### config.mk
export PLATFORM = sky130hd
export DESIGN_NAME = alu_cmd_driver_flat
export DESIGN_NICKNAME = d
export VERILOG_FILES = /design/src/rtl/alu_cmd_driver_if.sv /design/src/rtl/alu_cmd_driver.sv /design/src/flat_wrapper.sv
export SDC_FILE = /design/constraint.sdc
export NUM_CORES = 1
export LEC_CHECK = 0
export ABC_AREA = 1
export CELL_PAD_IN_SITES_DETAIL_PLACEMENT = 1
export CELL_PAD_IN_SITES_GLOBAL_PLACEMENT = 2
export CORE_ASPECT_RATIO = 0.8
export CORE_MARGIN = 8
export CORE_UTILIZATION = 24
export CTS_CLUSTER_DIAMETER = 80
export CTS_CLUSTER_SIZE = 25
export DETAILED_ROUTE_END_ITERATION = 10
export GPL_TIMING_DRIVEN = 1
export PLACE_DENSITY = 0.74
export SLEW_MARGIN = 20
export SYNTH_ARGS = -nofsm -noshare
export SYNTH_HDL_FRONTEND = slang
export SYNTH_SLANG_ARGS = --single-unit
### constraint.sdc
create_clock -name clk -period 1.75 [get_ports clk]
set_input_delay 0.2625 -clock clk [delete_from_list [all_inputs] [get_ports clk]]
set_output_delay 0.2625 -clock clk [all_outputs]
set_load 0.03 [all_outputs]
### src/rtl/alu_cmd_driver_if.sv
// Request/response and alu-side signal bundle for alu_cmd_driver, plus the alu command codes.
// master = driver side, slave = requester/consumer/alu side.
`ifndef ALU_CMD_DEFS_VH
`define ALU_CMD_DEFS_VH
`define ADD 4'h0
`define SUB 4'h1
`define MUL 4'h2
`define DIV 4'h3
`define INC 4'h4
`define DEC 4'h5
`define SHL 4'h6
`define SHR 4'h7
`define AND 4'h8
`define OR  4'h9
`define XOR 4'hA
`define NOT 4'hB
`define BUF 4'hC
`endif

interface alu_cmd_driver_if;
  logic        req_valid;
  logic        req_ready;
  logic [3:0]  req_cmd;
  logic [7:0]  req_a;
  logic [7:0]  req_b;
  logic        alu_oe;
  logic [3:0]  alu_cmd;
  logic [7:0]  alu_a;
  logic [7:0]  alu_b;
  logic [15:0] alu_d;
  logic        rsp_valid;
  logic        rsp_ready;
  logic [15:0] rsp_data;
  logic        rsp_err;
  logic        busy;

  modport master (
    input  req_valid, req_cmd, req_a, req_b, alu_d, rsp_ready,
    output req_ready, alu_oe, alu_cmd, alu_a, alu_b, rsp_valid, rsp_data, rsp_err, busy
  );

  modport slave (
    output req_valid, req_cmd, req_a, req_b, alu_d, rsp_ready,
    input  req_ready, alu_oe, alu_cmd, alu_a, alu_b, rsp_valid, rsp_data, rsp_err, busy
  );
endinterface

### src/rtl/alu_cmd_driver.sv
// Initiator for a combinational alu: one operation in flight, operands held with alu_oe
// for SETTLE_CYCLES cycles, result captured and returned over a valid/ready response.
module alu_cmd_driver #(
  parameter int unsigned SETTLE_CYCLES = 2
) (
  input  logic              clk,
  input  logic              rst,
  alu_cmd_driver_if.master  bus
);

  localparam int unsigned CNT_W = (SETTLE_CYCLES > 1) ? $clog2(SETTLE_CYCLES) : 1;
  localparam logic [CNT_W-1:0] CNT_LAST = CNT_W'(SETTLE_CYCLES - 1);

  typedef enum logic [1:0] {
    S_IDLE   = 2'd0,
    S_SETTLE = 2'd1,
    S_RESP   = 2'd2
  } state_t;

  state_t           state_q;
  logic [CNT_W-1:0] cnt_q;
  logic             alu_oe_q;
  logic [3:0]       alu_cmd_q;
  logic [7:0]       alu_a_q;
  logic [7:0]       alu_b_q;
  logic             rsp_valid_q;
  logic [15:0]      rsp_data_q;
  logic             rsp_err_q;
  logic             reject_c;

  // Divide by zero is answered locally without ever enabling the alu.
  always_comb begin
    reject_c = 1'b0;
    if ((bus.req_cmd == `DIV) && (bus.req_b == 8'h00)) reject_c = 1'b1;
  end

  always_ff @(posedge clk or posedge rst) begin
    if (rst) begin
      state_q     <= S_IDLE;
      cnt_q       <= '0;
      alu_oe_q    <= 1'b0;
      alu_cmd_q   <= 4'h0;
      alu_a_q     <= 8'h00;
      alu_b_q     <= 8'h00;
      rsp_valid_q <= 1'b0;
      rsp_data_q  <= 16'h0000;
      rsp_err_q   <= 1'b0;
    end else begin
      case (state_q)
        S_IDLE: begin
          if (bus.req_valid) begin
            alu_cmd_q <= bus.req_cmd;
            alu_a_q   <= bus.req_a;
            alu_b_q   <= bus.req_b;
            if (reject_c) begin
              rsp_data_q  <= 16'hFFFF;
              rsp_err_q   <= 1'b1;
              rsp_valid_q <= 1'b1;
              state_q     <= S_RESP;
            end else begin
              alu_oe_q  <= 1'b1;
              cnt_q     <= '0;
              rsp_err_q <= 1'b0;
              state_q   <= S_SETTLE;
            end
          end
        end
        S_SETTLE: begin
          if (cnt_q == CNT_LAST) begin
            rsp_data_q  <= bus.alu_d;
            alu_oe_q    <= 1'b0;
            rsp_valid_q <= 1'b1;
            state_q     <= S_RESP;
          end else begin
            cnt_q <= cnt_q + CNT_W'(1);
          end
        end
        S_RESP: begin
          if (bus.rsp_ready) begin
            rsp_valid_q <= 1'b0;
            state_q     <= S_IDLE;
          end
        end
        default: state_q <= S_IDLE;
      endcase
    end
  end

  // req_ready is held low while reset is asserted so nothing is offered into a clearing block.
  assign bus.req_ready = (state_q == S_IDLE) && !rst;
  assign bus.busy      = (state_q != S_IDLE);
  assign bus.alu_oe    = alu_oe_q;
  assign bus.alu_cmd   = alu_cmd_q;
  assign bus.alu_a     = alu_a_q;
  assign bus.alu_b     = alu_b_q;
  assign bus.rsp_valid = rsp_valid_q;
  assign bus.rsp_data  = rsp_data_q;
  assign bus.rsp_err   = rsp_err_q;

endmodule

### src/flat_wrapper.sv
// flat-port wrapper written by rule: the top's interface ports become plain ports
module alu_cmd_driver_flat 
#(
  parameter int unsigned SETTLE_CYCLES = 2
)
  (clk, rst, bus_req_valid, bus_req_cmd, bus_req_a, bus_req_b, bus_alu_d, bus_rsp_ready, bus_req_ready, bus_alu_oe, bus_alu_cmd, bus_alu_a, bus_alu_b, bus_rsp_valid, bus_rsp_data, bus_rsp_err, bus_busy);
  alu_cmd_driver_if bus_i ();
  input  logic clk;
  input  logic rst;
  input wire logic [$bits(bus_i.req_valid)-1:0] bus_req_valid;
  input wire logic [$bits(bus_i.req_cmd)-1:0] bus_req_cmd;
  input wire logic [$bits(bus_i.req_a)-1:0] bus_req_a;
  input wire logic [$bits(bus_i.req_b)-1:0] bus_req_b;
  input wire logic [$bits(bus_i.alu_d)-1:0] bus_alu_d;
  input wire logic [$bits(bus_i.rsp_ready)-1:0] bus_rsp_ready;
  output wire logic [$bits(bus_i.req_ready)-1:0] bus_req_ready;
  output wire logic [$bits(bus_i.alu_oe)-1:0] bus_alu_oe;
  output wire logic [$bits(bus_i.alu_cmd)-1:0] bus_alu_cmd;
  output wire logic [$bits(bus_i.alu_a)-1:0] bus_alu_a;
  output wire logic [$bits(bus_i.alu_b)-1:0] bus_alu_b;
  output wire logic [$bits(bus_i.rsp_valid)-1:0] bus_rsp_valid;
  output wire logic [$bits(bus_i.rsp_data)-1:0] bus_rsp_data;
  output wire logic [$bits(bus_i.rsp_err)-1:0] bus_rsp_err;
  output wire logic [$bits(bus_i.busy)-1:0] bus_busy;
  assign bus_i.req_valid = bus_req_valid;
  assign bus_i.req_cmd = bus_req_cmd;
  assign bus_i.req_a = bus_req_a;
  assign bus_i.req_b = bus_req_b;
  assign bus_i.alu_d = bus_alu_d;
  assign bus_i.rsp_ready = bus_rsp_ready;
  assign bus_req_ready = bus_i.req_ready;
  assign bus_alu_oe = bus_i.alu_oe;
  assign bus_alu_cmd = bus_i.alu_cmd;
  assign bus_alu_a = bus_i.alu_a;
  assign bus_alu_b = bus_i.alu_b;
  assign bus_rsp_valid = bus_i.rsp_valid;
  assign bus_rsp_data = bus_i.rsp_data;
  assign bus_rsp_err = bus_i.rsp_err;
  assign bus_busy = bus_i.busy;
  alu_cmd_driver #(.SETTLE_CYCLES(SETTLE_CYCLES)) u_core (.clk(clk), .rst(rst), .bus(bus_i));
endmodule
## Word-level counts from Yosys, hierarchy flattened

Cells that the tools add are included.

| word-level totals | value |
|---|---|
| output and inout bits | 41 |
| logic and storage cells | 56 |
| register bits after elaboration | 42 |
| input port bits | 40 |

| cells by class | value |
|---|---|
| $add $sub $neg | 1 |
| equality and inequality tests | 8 |
| multiplexer cells | 24 |
| reduce and logical (&&, ||, !) cells | 14 |

Operators by type and width:

| operator | number |
|---|---|
| 16-bit two-way mux | 3 |
| 16-bit case mux with 2 select lines | 1 |
| 1-bit two-way mux | 12 |
| 8-bit zero test | 1 |
| 2-bit two-way mux | 4 |
| 4-bit AND reduction | 2 |
| 2-bit inequality test (second input constant) | 3 |
| 2-bit case mux with 3 select lines | 1 |
| 3-bit AND reduction | 2 |
| 5-bit AND reduction | 1 |
| 4-bit by 2-bit equality test with 1-bit output (second input constant) | 1 |
| 2-bit by 1-bit inequality test with 1-bit output (second input constant) | 2 |
| 1-bit case mux with 2 select lines | 2 |
| 2-bit nonzero test | 2 |
| 1-bit case mux with 3 select lines | 1 |
| 3-bit nonzero test | 1 |
| 2-bit by 1-bit equality test with 1-bit output (second input constant) | 1 |
| 2-bit equality test (second input constant) | 1 |
| 1-bit logical AND | 2 |
| 2-bit zero test | 1 |
| 2-bit AND reduction | 1 |
| 1-bit adder (second input constant) | 1 |
| 1-bit zero test | 1 |

## Depth between registers and ports, before layout

Gate-level depths: netlist (run 1).

| depth | value |
|---|---|
| depth after elaboration | 6 |
| gate-level depth with buffers | 9 |
| mapped depth without buffers | 8 |

## Worst setup path before layout (run 1)

No wires, ideal clock.

| path | value |
|---|---|
| path type | flip-flop to output port |
| start point | reg u_core.state_q[1] |
| end point | out bus_req_ready |
| data arrival time | 1.171 ns |
| slack | 0.316 ns |
| data required time | 1.487 ns |
| stages on the path, launching flop included | 4 |
| path buffers | 0 |
| cell sequence | dfrtp_1 -> nor2_2 -> inv_2 -> nor2_1 |

| between the ends | value |
|---|---|
| longest elaborated chain between the ends | 2 |

Ends and longest elaborated chain:

| what | RTL line | RTL |
|---|---|---|
| from (decl) | alu_cmd_driver.sv:20 | `state_t state_q;` |
| from (signal assigned) | alu_cmd_driver.sv:39 | `state_q <= S_IDLE;` |
| from (signal assigned) | alu_cmd_driver.sv:59 | `state_q <= S_RESP;` |
| from (signal assigned) | alu_cmd_driver.sv:64 | `state_q <= S_SETTLE;` |
| 2-bit zero test | alu_cmd_driver.sv:90 | `assign bus.req_ready = (state_q == S_IDLE) && !rst;` |
| 1-bit logical AND | alu_cmd_driver.sv:90 |  |
| to (decl) | flat_wrapper.sv:16 | `output wire logic [$bits(bus_i.req_ready)-1:0] bus_req_ready;` |

Every way passes these cells.

## Final worst setup path (run 1)

| path | value |
|---|---|
| start point | reg u_core.rsp_data_q[3] (netlist: u_core.bus.rsp_data[3]) |
| end point | out bus_rsp_data[3] |

RTL lines:

| what | RTL line | RTL |
|---|---|---|
| from (decl) | alu_cmd_driver.sv:27 | `logic [15:0] rsp_data_q;` |
| from (signal assigned) | alu_cmd_driver.sv:70 | `rsp_data_q <= bus.alu_d;` |
| to (decl) | flat_wrapper.sv:22 | `output wire logic [$bits(bus_i.rsp_data)-1:0] bus_rsp_data;` |

No word-level cell between the ends.

==> metrics.txt, run 1 <==
post-DP HPWL 3.95 mm; Diodes inserted 0; syn_nets 219; CTS H-tree lvls 2; Final Hold Viols 0; cell row count 28; max incr delay on CP 680 ps; vias 1528; crit path DAT 1350 ps; Final Setup Violations 0; startpoint types flop; sequential power share 0.289; r2r endpoint u_core.bus.alu_a[0]$_DFFE_PP0P_; Root Buffer clkbuf_8; Initial DRT Pass Iterations 4; final non-filler cell area 2900 um^2; Worst Hold Class primary input to asynchronous set/reset pin; kind of critical path flop to primary output; Net Sw Frac 0.431; CP bufs+invs 1; All-Layer GR Usage 0.0997; Hold WS 333 ps; Slew headroom 0.775; R2R cell count 5; Yosys reg bits 42; Die Height 94.3 um; Worst-Skew Late Latency 290 ps; setup tns final 0 ps; final net count 308; Netlist cell types 19; Clock power frac 0.124; routed length per instance 13.7 um; worst-path cell chain clkdlybuf4s50_1; Post-CTS Hold Fix Bufs 0; crit end category primary output; post-synthesis instance area 1840 um^2; Mapped Avg Cell Area 10.3 um^2; Worst Tran Pin Value 337 ps; initial core utilization 0.248; Min Clock Period, post-route 1610 ps; total CTS buffers 5; # port buffers 80; most frequent cells in the layout clkdlybuf4s50_1, nand2_1, dfrtp_1; worst flop-to-flop path startpoint u_core.state_q[1]$_DFFE_PP0P_; drt drc 0; fmax 621 MHz; final WL 5.12 mm; register area share after synthesis 0.571; CP Max Fanout 2; Die X 114 um; I/O pin total 81; post-place instance area 2800 um^2; global-route wire length before repair 8.42 mm; Vias/cell 4.09; clk slew on worst S/H paths 80 ps; Leak 0.00129 uW; GR Overflow Total 0; Core Area 7430 um^2; Final Skew 5.83 ps; status finished clean; TritonCTS clock tree yes; switching pwr 2590 uW; final period utilization 0.920; Max Slew Vio Count 0; share of layout cells above drive strength 1 0.227; Required @ worst endpoint 1490 ps; CP max stage cell clkdlybuf4s50_1; vias in the first global route 1691; area grow syn2layout 57.9%; commonest non-fill, non-tap cell in the layout clkdlybuf4s50_1; critical path's top delay family buffers and inverters; max_cap viols 0; unrepaired setup endpoints after global routing no; combinational share of power 0.587; die area 10700 um^2; Overall Power 6000 uW; RD Place Congestion 0.685; clock sink count 42; largest net degree at the start of global routing 25; initial antenna violation count 0; Synth warnings 0; CTS Buffer Depth 2; drt first-iter violations 21; Worst R2R Setup Slack 290 ps; Power per Cell Area 2070 nW/um^2; Cells after Synth 179; cell internal pwr 3410 uW; antenna viol nets, final 0; maximum vdd drop 0.556 mV
## metal layers
layer	track usage	vias to the layer above	share of wire
met3	0.0315	7	0.060
met1	0.118	726	0.45
met4	0.0464	0	0.019
met2	0.164	43	0.47
met5	0	-	0
li1	-	752	-
## logic make-up (layout without fill, tap and decap cells)
| family | count (synthesis) | after routing | synth area share |
|---|---|---|---|
| AO/OA/AOI/OAI | 3 | 3 | 0.00816 |
| buffers and inverters | 14 | 104 | 0.0395 |
| flip-flops | 42 | 42 | 0.571 |
| multiplexers | 20 | 20 | 0.122 |
| AND/OR/NAND/NOR | 100 | 100 | 0.259 |
## worst max-delay path by stage
| stage | start | end | slack (ps) | cells after the start |
|---|---|---|---|---|
| 2_1_floorplan | u_core.state_q[1]$_DFFE_PP0P_ | bus_req_ready | 320 | 3 |
| 3_3_place_gp | bus_req_cmd[0] | u_core.bus.rsp_data[11]$_DFFE_PP0P_ | 20 | 8 |
| 3_5_place_dp | bus_req_cmd[0] | u_core.bus.rsp_data[7]$_DFFE_PP0P_ | -30 | 8 |
| 4_1_cts | u_core.bus.alu_oe$_DFFE_PP0P_ | bus_alu_oe | 110 | 1 |
| 5_1_grt | u_core.state_q[1]$_DFFE_PP0P_ | bus_req_ready | 30 | 5 |
| 6_report | u_core.bus.rsp_data[3]$_DFFE_PP0P_ | bus_rsp_data[3] | 140 | 1 |
## worst register-to-register path: cells and delay by family, from the launching register on
kind                   cells  cell delay, ps
DFF                        1             440
buffers and inverters      2             370
muxes                      1             370
and+or+nand+nor            2             150
## Yosys cell counts
cell	number	area, um^2
nand3_1	21	105
buf_6	1	11.3
buf_2	1	5.00
nor3_1	1	5.00
o21ai_0	3	15.0
nand2_2	2	12.5
nor2_4	2	22.5
inv_2	3	11.3
dfrtp_1	42	1050
or2_2	15	93.8
nand2_1	48	180
nor2_1	7	26.3
clkbuf_1	1	3.75
buf_4	3	22.5
nor2_2	2	12.5
nand2_4	1	11.3
inv_1	5	18.8
or2_0	1	6.26
mux2_2	20	225
## power by group through the flow
stage               Sequential (uW)  Clock (uW)  Combinational, uW
floorplan                      2640           0               1240
global placement               1750           0               3570
finish                         1730         747               3520
CTS                            1740         795               3610
detailed placement             1760           0               3610
global route                   1800         821               3820
## state kept, by name, indices dropped and copies added (netlist names)
register and flops:
u_core.bus.rsp_data 16, u_core.bus.alu_a 8, u_core.bus.alu_b 8, u_core.bus.alu_cmd 4, u_core.state_q 2, u_core.bus.alu_oe 1, u_core.bus.rsp_err 1, u_core.bus.rsp_valid 1
u_core.cnt_q 1
## area by class of cell
cell class                 instances  area [um^2]
clock buffer                       7         76.3
clock inverter                     1         30.0
fill                             861         4520
inverter                           8         30.0
multi-input combinational        123          716
sequential                        42         1050
tap                              105          131
timing repair buffer              88          870
## what timing repair did
| action | CTS | global route |
|---|---|---|
| endpoints found under the setup margin | 1 | 0 |
| setup buffers | 0 | 0 |
| gates resized for setup | 1 | 0 |
## per-stage QoR
stage                     setup WS [ps]  cells  utilization
final                               140    374        0.391
after global routing               33.4    374        0.391
after CTS                           115    374        0.391
after detailed placement          -25.2    366        0.377
after global placement             18.5    366        0.377
after floorplan                     316    179            -
No activity file was read; power rests on OpenSTA's default activity.
==> inputs of run 2 (changes only) <==
--- a/config.mk
+++ b/config.mk
@@ -8,7 +8,7 @@
 export ABC_AREA = 1
 export CELL_PAD_IN_SITES_DETAIL_PLACEMENT = 1
 export CELL_PAD_IN_SITES_GLOBAL_PLACEMENT = 2
-export CORE_ASPECT_RATIO = 0.8
+export CORE_ASPECT_RATIO = 1.75
 export CORE_MARGIN = 8
 export CORE_UTILIZATION = 24
 export CTS_CLUSTER_DIAMETER = 80
==> run 2 against run 1 <==
- design area rose by 0.90%
- critical endpoint is now bus_rsp_data[5]
- register-to-register slack better by 50 ps
- setup slack gained 6.4 ps
- non-clock buffer count is 2 higher
- combinational power grew 1%
- core utilization is 0.11 points lower
- fmax is 0.40% higher
- count of clock-buffer cells in the layout decreased by 1
- global-route usage rose by 0.89 points
- flip-flop and latch count is the same
- largest power group unchanged
- critical path type unchanged
==> metrics.txt, run 2 (synthesis gave the netlist of run 1 again) <==
status finished clean; critical path's top delay family buffers and inverters; Hold WS 318 ps; crit end category primary output; commonest non-fill, non-tap cell in the layout clkdlybuf4s50_1; Power per Cell Area 2120 nW/um^2; area grow syn2layout 59.3%; largest net degree at the start of global routing 19; Finished Layout Cells 357; vias in the first global route 1796; All-Layer GR Usage 0.109; drt drc 0; antenna viol nets, final 0; final setup margin 146 ps; Vias/cell 4.31; Worst Hold Class primary input to asynchronous set/reset pin; clock sink count 42; maximum vdd drop 0.543 mV; CP Max Fanout 2; Place WS -69.8 ps; DR top layer met4; Max Slew Vio Count 0; RD Place Congestion 0.758; wl on met1 1.93 mm; final period utilization 0.917; sequential power share 0.281; final WL 5.54 mm; total CTS buffers 5; Root Buffer clkbuf_16; routed length per instance 15.5 um; switching pwr 2650 uW; Final Skew 2.11 ps; Worst Tran Pin Value 379 ps; final net count 310; Leak 0.00132 uW; global-route wire length before repair 9.01 mm; CTS Buffer Depth 2; most frequent cells in the layout clkdlybuf4s50_1, nand2_1, dfrtp_1; Net Sw Frac 0.426; max reg flops 16; r2r endpoint u_core.bus.alu_a[0]$_DFFE_PP0P_; Core Area 7510 um^2; placed cells 351; WP depth 1; max_cap viols 0; critical path capture point bus_rsp_data[5]; kind of critical path flop to primary output; TritonCTS clock tree yes; worst-path cell chain clkdlybuf4s50_1; Final Setup Violations 0; Critical Path Source u_core.bus.rsp_data[5]$_DFFE_PP0P_; max incr delay on CP 690 ps; clk slew on worst S/H paths 60 ps; Clock power frac 0.144; cell row count 42; CTS H-tree lvls 2; Worst-Skew Late Latency 280 ps; CP bufs+invs 1; crit path DAT 1340 ps; # port buffers 80; share of layout cells above drive strength 1 0.234; worst flop-to-flop path startpoint u_core.state_q[1]$_DFFE_PP0P_; DR WL met3 304 um; fmax 623 MHz; vias 1539; die area 10800 um^2; Die Height 132 um; combinational share of power 0.575; Min Clock Period, post-route 1600 ps; Final Hold Viols 0; unrepaired setup endpoints after global routing no; Met2 Routed Length 3.19 mm; initial core utilization 0.245; Post-CTS Hold Fix Bufs 0; I/O pin total 81; drt first-iter violations 42; R2R cell count 5; Slew headroom 0.747; cell internal pwr 3560 uW; CP max stage cell clkdlybuf4s50_1; Initial DRT Pass Iterations 3; post-DP HPWL 4.37 mm; initial antenna violation count 0; Diodes inserted 0; startpoint types flop; Die X 82.2 um; Required @ worst endpoint 1490 ps; Worst R2R Setup Slack 340 ps; GR Overflow Total 0
==> run 2: changes by cell type in the layout (fill, tap and decap cells not counted) <==
| cell | before | now |
|---|---|---|
| clkbuf_16 | 0 | 5 |
| clkbuf_8 | 5 | 1 |
| buf_4 | 8 | 10 |
| clkbuf_1 | 2 | 0 |
| bufinv_16 | 1 | 0 |
==> run 2: layout make-up <==
cell class / count / area (um^2)
Clock buffer: 6 / 139
Fill cell: 857 / 4580
Inverter: 8 / 30.0
Multi-Input combinational cell: 123 / 716
Sequential cell: 42 / 1050
Tap cell: 88 / 110
Timing Repair Buffer: 90 / 885
==> run 2: power by group through the flow <==
stage | sequential (uW) | clock, uW | combinational [uW]
floorplan | 2640 | 0 | 1240
global placement | 1760 | 0 | 3610
detailed placement | 1770 | 0 | 3660
CTS | 1760 | 933 | 3660
global route | 1820 | 951 | 3860
finish | 1750 | 893 | 3570
==> run 2: repair_timing <==
item,4_1_cts,5_1_grt
resized for setup,1,0
setup endpoints to repair,1,0
setup buffers,0,0
==> run 2: layer usage <==
metal / vias to the layer above / global-route usage
met4: 0 / 0.0501
li1: 752 / -
met3: 6 / 0.0246
met1: 741 / 0.105
met5: - / 0
met2: 40 / 0.202
==> run 2: worst min path at each step <==
stage | cells after the start | from | to | slack, ps
finish | 2 | rst | u_core.bus.alu_oe$_DFFE_PP0P_ | 320
global route | 2 | rst | u_core.bus.alu_cmd[2]$_DFFE_PP0P_ | 360
CTS | 2 | rst | u_core.bus.alu_cmd[2]$_DFFE_PP0P_ | 330
detailed placement | 2 | u_core.bus.alu_oe$_DFFE_PP0P_ | u_core.bus.alu_oe$_DFFE_PP0P_ | 460
global placement | 2 | u_core.bus.rsp_data[9]$_DFFE_PP0P_ | u_core.bus.rsp_data[9]$_DFFE_PP0P_ | 450
floorplan | 1 | bus_req_cmd[1] | u_core.bus.alu_cmd[1]$_DFFE_PP0P_ | 410
==> run 2: stage by stage <==
stage               utilization  TNS (ps)  area (um^2)  power, uW
CTS                       0.390         0         2930       6350
detailed placement        0.372      -885         2790       5440
floorplan                     -         0         1840       3880
global route              0.390         0         2930       6630
global placement          0.372      -121         2790       5360
finish                    0.390         0         2930       6210
